## config.mk

```make
export PLATFORM = sky130hd
export DESIGN_NAME = fb_line_prefetch_flat
export DESIGN_NICKNAME = d
export VERILOG_FILES = /design/src/rtl/fb_line_prefetch_if.sv /design/src/rtl/fb_line_prefetch.sv /design/src/flat_wrapper.sv
export SDC_FILE = /design/constraint.sdc
export NUM_CORES = 2
export LEC_CHECK = 0
export CAP_MARGIN = 0
export CELL_PAD_IN_SITES_DETAIL_PLACEMENT = 0
export CELL_PAD_IN_SITES_GLOBAL_PLACEMENT = 2
export CORE_MARGIN = 2
export CORE_UTILIZATION = 48
export CTS_BUF_LIST = sky130_fd_sc_hd__clkbuf_8
export CTS_CLUSTER_SIZE = 10
export DETAILED_ROUTE_END_ITERATION = 8
export PLACE_DENSITY_LB_ADDON = 0.12
export SLEW_MARGIN = 0
export SYNTH_ARGS = -nofsm -noshare
export SYNTH_HDL_FRONTEND = slang
export SYNTH_SLANG_ARGS = --single-unit
export TNS_END_PERCENT = 100
```

## constraint.sdc

```tcl
create_clock -name clk -period 3.9 [get_ports clk]
set_clock_uncertainty 0.2 [all_clocks]
set_input_delay 0.975 -clock clk [delete_from_list [all_inputs] [get_ports clk]]
set_output_delay 0.975 -clock clk [all_outputs]
set_load 0.005 [all_outputs]
```

## src/rtl/fb_line_prefetch_if.sv

```systemverilog
// Line-request, RAM port-B and pixel-path bundle for fb_line_prefetch.
// pattern_sel is present only when FBLF_TEST_PATTERN_EN is defined.
interface fb_line_prefetch_if #(
   parameter int AW = 15,
   parameter int DW = 16
);
   logic          line_req;
   logic [9:0]    line_num;
   logic [AW-1:0] ram_addr;
   logic [DW-1:0] ram_rdata;
   logic          pix_en;
   logic [9:0]    pix_x;
   logic [7:0]    pix_out;
   logic          busy;
   logic          overrun;
`ifdef FBLF_TEST_PATTERN_EN
   logic          pattern_sel;

   modport master (
      output line_req, line_num, ram_rdata, pix_en, pix_x, pattern_sel,
      input  ram_addr, pix_out, busy, overrun
   );
   modport slave (
      input  line_req, line_num, ram_rdata, pix_en, pix_x, pattern_sel,
      output ram_addr, pix_out, busy, overrun
   );
`else
   modport master (
      output line_req, line_num, ram_rdata, pix_en, pix_x,
      input  ram_addr, pix_out, busy, overrun
   );
   modport slave (
      input  line_req, line_num, ram_rdata, pix_en, pix_x,
      output ram_addr, pix_out, busy, overrun
   );
`endif
endinterface

```

## src/rtl/fb_line_prefetch.sv

```systemverilog
// Ping-pong scan-line prefetcher with power-of-two upscale; FBLF_TEST_PATTERN_EN adds a test pattern.
// Pixel latency 1 cycle; no backpressure: an early line_req aborts the fetch and sets sticky overrun.
module fb_line_prefetch #(
   parameter int H_PIX      = 160,
   parameter int V_ROWS     = 120,
   parameter int V_ACTIVE   = 480,
   parameter int SCALE_LOG2 = 2,
   parameter int BASE_ADDR  = 0,
   parameter int AW         = 15,
   parameter int DW         = 16
) (
   input logic               clk,
   input logic               reset,
   fb_line_prefetch_if.slave bus
);
   localparam int            IW       = $clog2(H_PIX);
   localparam logic [IW-1:0] LAST_COL = IW'(H_PIX - 1);

   typedef enum logic [1:0] {IDLE, FETCH, DRAIN} state_t;

   state_t        state, state_nxt;
   logic          start, fill_done;
   logic [IW-1:0] col, p_idx;
   logic          p_vld;
   logic          sel;
   logic          front_valid, back_valid;
   logic          overrun_q;
   logic [AW-1:0] ram_addr_q;
   logic [7:0]    pix_q;
   logic [7:0]    buf0 [H_PIX];
   logic [7:0]    buf1 [H_PIX];
   logic [10:0]   next_line, row;
   logic [AW-1:0] start_addr;
   logic [9:0]    xs;
   logic          in_range;
   logic [7:0]    front_pix;
   logic          unused_rdata;

   assign unused_rdata = ^bus.ram_rdata[DW-1:8];
   assign bus.ram_addr = ram_addr_q;
   assign bus.pix_out  = pix_q;
   assign bus.overrun  = overrun_q;
   assign bus.busy     = (state != IDLE);

   always_ff @(posedge clk) begin
      if (reset) state <= IDLE;
      else       state <= state_nxt;
   end

   always_comb begin
      state_nxt = state;
      start     = 1'b0;
      fill_done = 1'b0;
      case (state)
         IDLE: begin
            if (bus.line_req) begin
               start     = 1'b1;
               state_nxt = FETCH;
            end
         end
         FETCH: begin
            if (bus.line_req)           start     = 1'b1;
            else if (col == LAST_COL)   state_nxt = DRAIN;
         end
         DRAIN: begin
            if (bus.line_req) begin
               start     = 1'b1;
               state_nxt = FETCH;
            end else begin
               fill_done = 1'b1;
               state_nxt = IDLE;
            end
         end
         default: state_nxt = IDLE;
      endcase
   end

   // Row of the line after line_num, wrapped at the end of the frame and clamped to the source.
   always_comb begin
      next_line = {1'b0, bus.line_num} + 11'd1;
      if (next_line == 11'(V_ACTIVE)) next_line = '0;
      row = next_line >> SCALE_LOG2;
      if (row >= 11'(V_ROWS)) row = '0;
      start_addr = AW'(BASE_ADDR + int'(row) * H_PIX);
   end

   always_ff @(posedge clk) begin
      if (reset) begin
         ram_addr_q  <= '0;
         col         <= '0;
         p_vld       <= 1'b0;
         p_idx       <= '0;
         sel         <= 1'b0;
         front_valid <= 1'b0;
         back_valid  <= 1'b0;
         overrun_q   <= 1'b0;
      end else if (start) begin
         sel         <= ~sel;
         front_valid <= back_valid;
         back_valid  <= 1'b0;
         ram_addr_q  <= start_addr;
         col         <= '0;
         p_vld       <= 1'b0;
         if (state != IDLE) overrun_q <= 1'b1;
      end else begin
         p_vld <= (state == FETCH);
         p_idx <= col;
         if (state == FETCH && col != LAST_COL) begin
            col        <= col + IW'(1);
            ram_addr_q <= ram_addr_q + AW'(1);
         end
         if (fill_done) back_valid <= 1'b1;
      end
   end

   // sel=0: buf0 is front, buf1 is back. Writes are dropped on the swap edge so an
   // aborted fetch cannot leave a late byte in either buffer.
   always_ff @(posedge clk) begin
      if (!reset && !start && p_vld) begin
         if (sel) buf0[p_idx] <= bus.ram_rdata[7:0];
         else     buf1[p_idx] <= bus.ram_rdata[7:0];
      end
   end

   always_comb begin
      xs        = bus.pix_x >> SCALE_LOG2;
      in_range  = (xs < 10'(H_PIX));
      front_pix = sel ? buf1[xs[IW-1:0]] : buf0[xs[IW-1:0]];
   end

`ifdef FBLF_TEST_PATTERN_EN
   logic [7:0] line_hi_q;

   always_ff @(posedge clk) begin
      if (reset)             line_hi_q <= '0;
      else if (bus.line_req) line_hi_q <= bus.line_num[9:2];
   end

   always_ff @(posedge clk) begin
      if (reset)
         pix_q <= '0;
      else if (bus.pattern_sel && bus.pix_en)
         pix_q <= bus.pix_x[9:2] ^ line_hi_q;
      else if (bus.pix_en && front_valid && in_range)
         pix_q <= front_pix;
      else
         pix_q <= '0;
   end
`else
   always_ff @(posedge clk) begin
      if (reset)
         pix_q <= '0;
      else if (bus.pix_en && front_valid && in_range)
         pix_q <= front_pix;
      else
         pix_q <= '0;
   end
`endif
endmodule
```

## src/flat_wrapper.sv

```systemverilog
// flat-port wrapper written by rule: the top's interface ports become plain ports
module fb_line_prefetch_flat 
#(
   parameter int H_PIX      = 160,
   parameter int V_ROWS     = 120,
   parameter int V_ACTIVE   = 480,
   parameter int SCALE_LOG2 = 2,
   parameter int BASE_ADDR  = 0,
   parameter int AW         = 15,
   parameter int DW         = 16
)
  (clk, reset, bus_line_req, bus_line_num, bus_ram_rdata, bus_pix_en, bus_pix_x, bus_ram_addr, bus_pix_out, bus_busy, bus_overrun);
  fb_line_prefetch_if #(.AW(AW), .DW(DW)) bus_i ();
  input logic clk;
  input logic reset;
  input wire logic [$bits(bus_i.line_req)-1:0] bus_line_req;
  input wire logic [$bits(bus_i.line_num)-1:0] bus_line_num;
  input wire logic [$bits(bus_i.ram_rdata)-1:0] bus_ram_rdata;
  input wire logic [$bits(bus_i.pix_en)-1:0] bus_pix_en;
  input wire logic [$bits(bus_i.pix_x)-1:0] bus_pix_x;
  output wire logic [$bits(bus_i.ram_addr)-1:0] bus_ram_addr;
  output wire logic [$bits(bus_i.pix_out)-1:0] bus_pix_out;
  output wire logic [$bits(bus_i.busy)-1:0] bus_busy;
  output wire logic [$bits(bus_i.overrun)-1:0] bus_overrun;
  assign bus_i.line_req = bus_line_req;
  assign bus_i.line_num = bus_line_num;
  assign bus_i.ram_rdata = bus_ram_rdata;
  assign bus_i.pix_en = bus_pix_en;
  assign bus_i.pix_x = bus_pix_x;
  assign bus_ram_addr = bus_i.ram_addr;
  assign bus_pix_out = bus_i.pix_out;
  assign bus_busy = bus_i.busy;
  assign bus_overrun = bus_i.overrun;
  fb_line_prefetch #(.H_PIX(H_PIX), .V_ROWS(V_ROWS), .V_ACTIVE(V_ACTIVE), .SCALE_LOG2(SCALE_LOG2), .BASE_ADDR(BASE_ADDR), .AW(AW), .DW(DW)) u_core (.clk(clk), .reset(reset), .bus(bus_i));
endmodule
```

==> out/results.tsv <==
stage	metric	value	unit
clock_network	cts bufs inserted	433	
finish	synth-to-layout area growth	17.9	%
finish	fraction of layout instances using a drive strength above 1	35.2	%
synthesis	async set-reset flop share out of synthesis	0	%
clock_network	CTS H-tree depth	5	
floorplanning	Die H	464	um
finish	Final Util	57.0	%
global_routing	GRT Residual Overflow	0	
clock_network	CTS sink count	2606	
synthesis	Seq/Total Area, Yosys	76.7	%
routing	DRC errors left	0	
floorplanning	Rows	168	
setup_path	CP endpoint kind	register	
setup_path	Slowest cell on crit path	nor4_1	
finish	Reg area	77800	um2
global_routing	vias in the first global route	53300	
finish	final net count	5833	
timing	worst-margin pin slew	1.33	ns
power	combinational power share	5.6	%
global_routing	initial antenna violation count	19	
run_status	status	completed	
clock_network	CTS Hold Bufs	0	
timing	Slew HR	10.0	%
floorplanning	io pins	65	
setup_path	crit path DAT	4.53	ns
routing	wire per inst	30.8	um
floorplanning	starting density of the core	48.4	%
finish	Filler Cells Inserted	16000	
synthesis	number of synthesis warnings	0	
floorplanning	DIE WIDTH	464	um
placed_design	Post-DP Area	112000	um2
synthesis	synth unique cells	65	
timing	Slew Viols, Final	0	
setup_path	R2R Setup Slk	0.63	ns
clock_network	CTS Buffer Depth	4	
finish	final cell count without fillers	8923	
setup_path	Worst Setup Start Kind	input pin	
timing	RSZ-0062 raised after global routing	no	
power	clock power share	39.7	%
timing	fmax	269	MHz
timing	final setup fails	0	
power	Seq pwr share	54.8	%
clock_network	TritonCTS clock tree	built	
finish	area of the multi-input gates	22300	um2
power	Leak	0.0396	uW
routing	initial DRC count	5357	
setup_path	Crit path buffers/inverters	2	
clock_network	Root Driver	clkbuf_8	
routing	Post-DRT Antenna Nets	0	
timing	crit share post-route	95.5	%
floorplanning	core area	210000	um2
setup_path	slowest cell delay on critical path	1.11	ns
timing	TNS Setup	0	ns
synthesis	Post-synth EDFFs	2560	
clock_network	post_cts resized	0	
timing	Tmin final	3.72	ns
worst_hold_path	Hold Crit Class	input pin to register	
power	net switching power	12500	uW
placed_design	post-DP HPWL	176	mm
setup_path	CP required	4.70	ns
power	Sw Share	22.3	%
synthesis	Seq cells post-synth	2606	
global_routing	first-pass GRT wire length	390	mm
setup_path	CP top delay family	simple AND/OR/NAND/NOR gates	
clock_network	Post-CTS Setup Repair Bufs	0	
setup_path	CP Class	input pin to register	
routing	via count	52200	
finish	fin area	120000	um2
routing	DRT Pass-1 Iters	7	
synthesis	ys flop type	edfxtp_1	
timing	Final Hold Violating Endpoints	0	
routing	WL final	275	mm
clock_network	clk_lat worst skew	1.12	ns
clock_network	Reg clk slew, reported paths	0.06	ns
global_routing	Tot GR Track Use	25.6	%
global_routing	largest net degree at the start of global routing	114	
synthesis	Avg Cell Area, Syn	21.6	um2
power	Internal	43600	uW
routing	Via density	5.85	
placed_design	final weighted congestion of routability-driven global placement	0.817	
synthesis	Syn Inst Count	4705	
synthesis	Syn Std Cell Area	101000	um2
setup_path	CP Cell Sequence	clkdlybuf4s50_1 > buf_4 > or2_2 > nand2_1 > and3_1 > nand3_1 > nor4_1 > nor3_1 > o221ai_1	
placed_design	Port Buffers	54	
placed_design	Placed Cells	8150	
setup_path	Critical Path Fanout Max	7	
floorplanning	die area	215000	um2
power	VDD IR-drop max	0.000383	V
power	P per Cell Area	469	nW/um2
run	Max Cap Violations	0	
## cells by family (layout without fill, tap and decap cells)
family	Yosys count	after routing	share of synthesized area (%)
muxes	825	825	17.0
AOI/OAI and AO/OA	240	240	1.61
buffers and inverters	287	1697	1.39
DFF	2606	2606	76.7
other	1	4	0.00370
and+or+nand+nor	708	708	2.94
xor gates and xnor gates	25	25	0.216
adders and majority gates	13	13	0.168
## worst paths after layout
kind | start | endpoint | cells after the start
worst min-delay path | bus_ram_rdata[6] | u_core.buf0[123][6]$_DFFE_PP_ | 1
worst max register to register | u_core.front_valid$_SDFFE_PP0P_ | u_core.bus.pix_out[3]$_SDFF_PP0_ | 6
worst max-delay path | bus_pix_x[8] | u_core.bus.pix_out[3]$_SDFF_PP0_ | 9
worst min register to register | u_core.front_valid$_SDFFE_PP0P_ | u_core.front_valid$_SDFFE_PP0P_ | 2
## cells in the final DEF (no fill, tap or decap), types with 12 or more instances in the layout
master           count
mux2i_1             99
xor2_1              12
clkinv_1           122
o21ai_0             22
nor2b_1             17
a21oi_1             60
buf_4              781
mux4_2             719
buf_12              83
nand2_1            166
xnor2_1             13
a22oi_1             24
nand3_1             42
a31oi_1             18
inv_1              134
edfxtp_1          2560
ha_1                12
clkdlybuf4s50_1     39
bufinv_16           15
and3_1              19
clkbuf_8           447
nor2_1             383
clkinv_2            49
dfxtp_1             46
o221ai_1            24
a211oi_1            12
nor3_1              12
o22ai_1             23
## worst reg2reg max path: stages, from the launching register on
cell	delay [ns]
dfxtp_1	0.32
and3b_1	0.47
and3_1	0.32
nand3_1	0.38
nor4_1	1.12
nor3_1	0.15
o221ai_1	0.20
## registers in the layout (all words and copies together), names as in the netlist
signal,flops
u_core.back_valid,1
u_core.buf0,1280
u_core.buf1,1280
u_core.bus.overrun,1
u_core.bus.pix_out,8
u_core.bus.ram_addr,15
u_core.col,8
u_core.front_valid,1
u_core.p_idx,8
u_core.p_vld,1
u_core.sel,1
u_core.state,2
## Yosys cell counts, types with 7 or more instances
cell      number  area, um2
xnor2_1       13        114
a31oi_1       18        113
nor2_1       383       1440
ha_1          12        150
a211oi_1      12       90.1
nand2b_1      10       62.6
a21oi_1       60        300
buf_4         38        285
a22oi_1       24        180
o21ai_0       22        110
clkbuf_1     104        390
o22ai_1       23        144
mux2i_1       99        991
a22o_1         8       70.1
and2_1         8       50.1
edfxtp_1    2560      76900
buf_1         24       90.1
nor2b_1       17        106
nand4_1       11       68.8
and3_1        19        119
nand3_1       48        240
a311oi_1      10       87.6
buf_6          9        101
xor2_1        12        105
o221ai_1      24        210
nand2_1      175        657
mux4_2       719      16200
inv_1          9       33.8
buf_2        102        510
dfxtp_1       46        921
mux2_2         7       78.8
nor3_1        12       60.1
## power by group through the flow
stage                     sequential [uW]  clock (uW)  combinational, uW
after floorplan                     31400           0               1470
after global placement              31400           0               3120
after detailed placement            31400           0               3150
after CTS                           30800       22800               3160
after global routing                30800       24000               3300
final                               30800       22300               3120
## per-stage QoR
| stage | setup slack, ns | power (uW) | hold slack (ns) |
|---|---|---|---|
| after global placement | -0.957 | 34500 | 0.244 |
| after global routing | 0.218 | 58100 | 0.0616 |
| after floorplan | 0.00605 | 32800 | 0.232 |
| final | 0.177 | 56200 | 0.132 |
| after detailed placement | -0.964 | 34500 | 0.254 |
| after CTS | 0.233 | 56700 | 0.0116 |
## area by class of cell
class,instances,area share [%]
Tap cell,2805,2.93
Timing Repair Buffer,916,6.76
Inverter,10,0.0397
Multi-Input combinational cell,1813,18.7
Clock inverter,324,1.45
Antenna cell,2,0.00418
Clock buffer,447,5.14
Sequential cell,2606,65.0
## layer usage
layer  vias up  routed length [um]  global-route usage (%)
met1     27800              114000                    36.3
met5         -                  34                       0
met2      2131              130000                    39.6
met3       396               22400                    6.21
li1      21900                   -                       -
met4         4                7940                    8.02
Note: power is estimated with default switching activity, not from simulation.
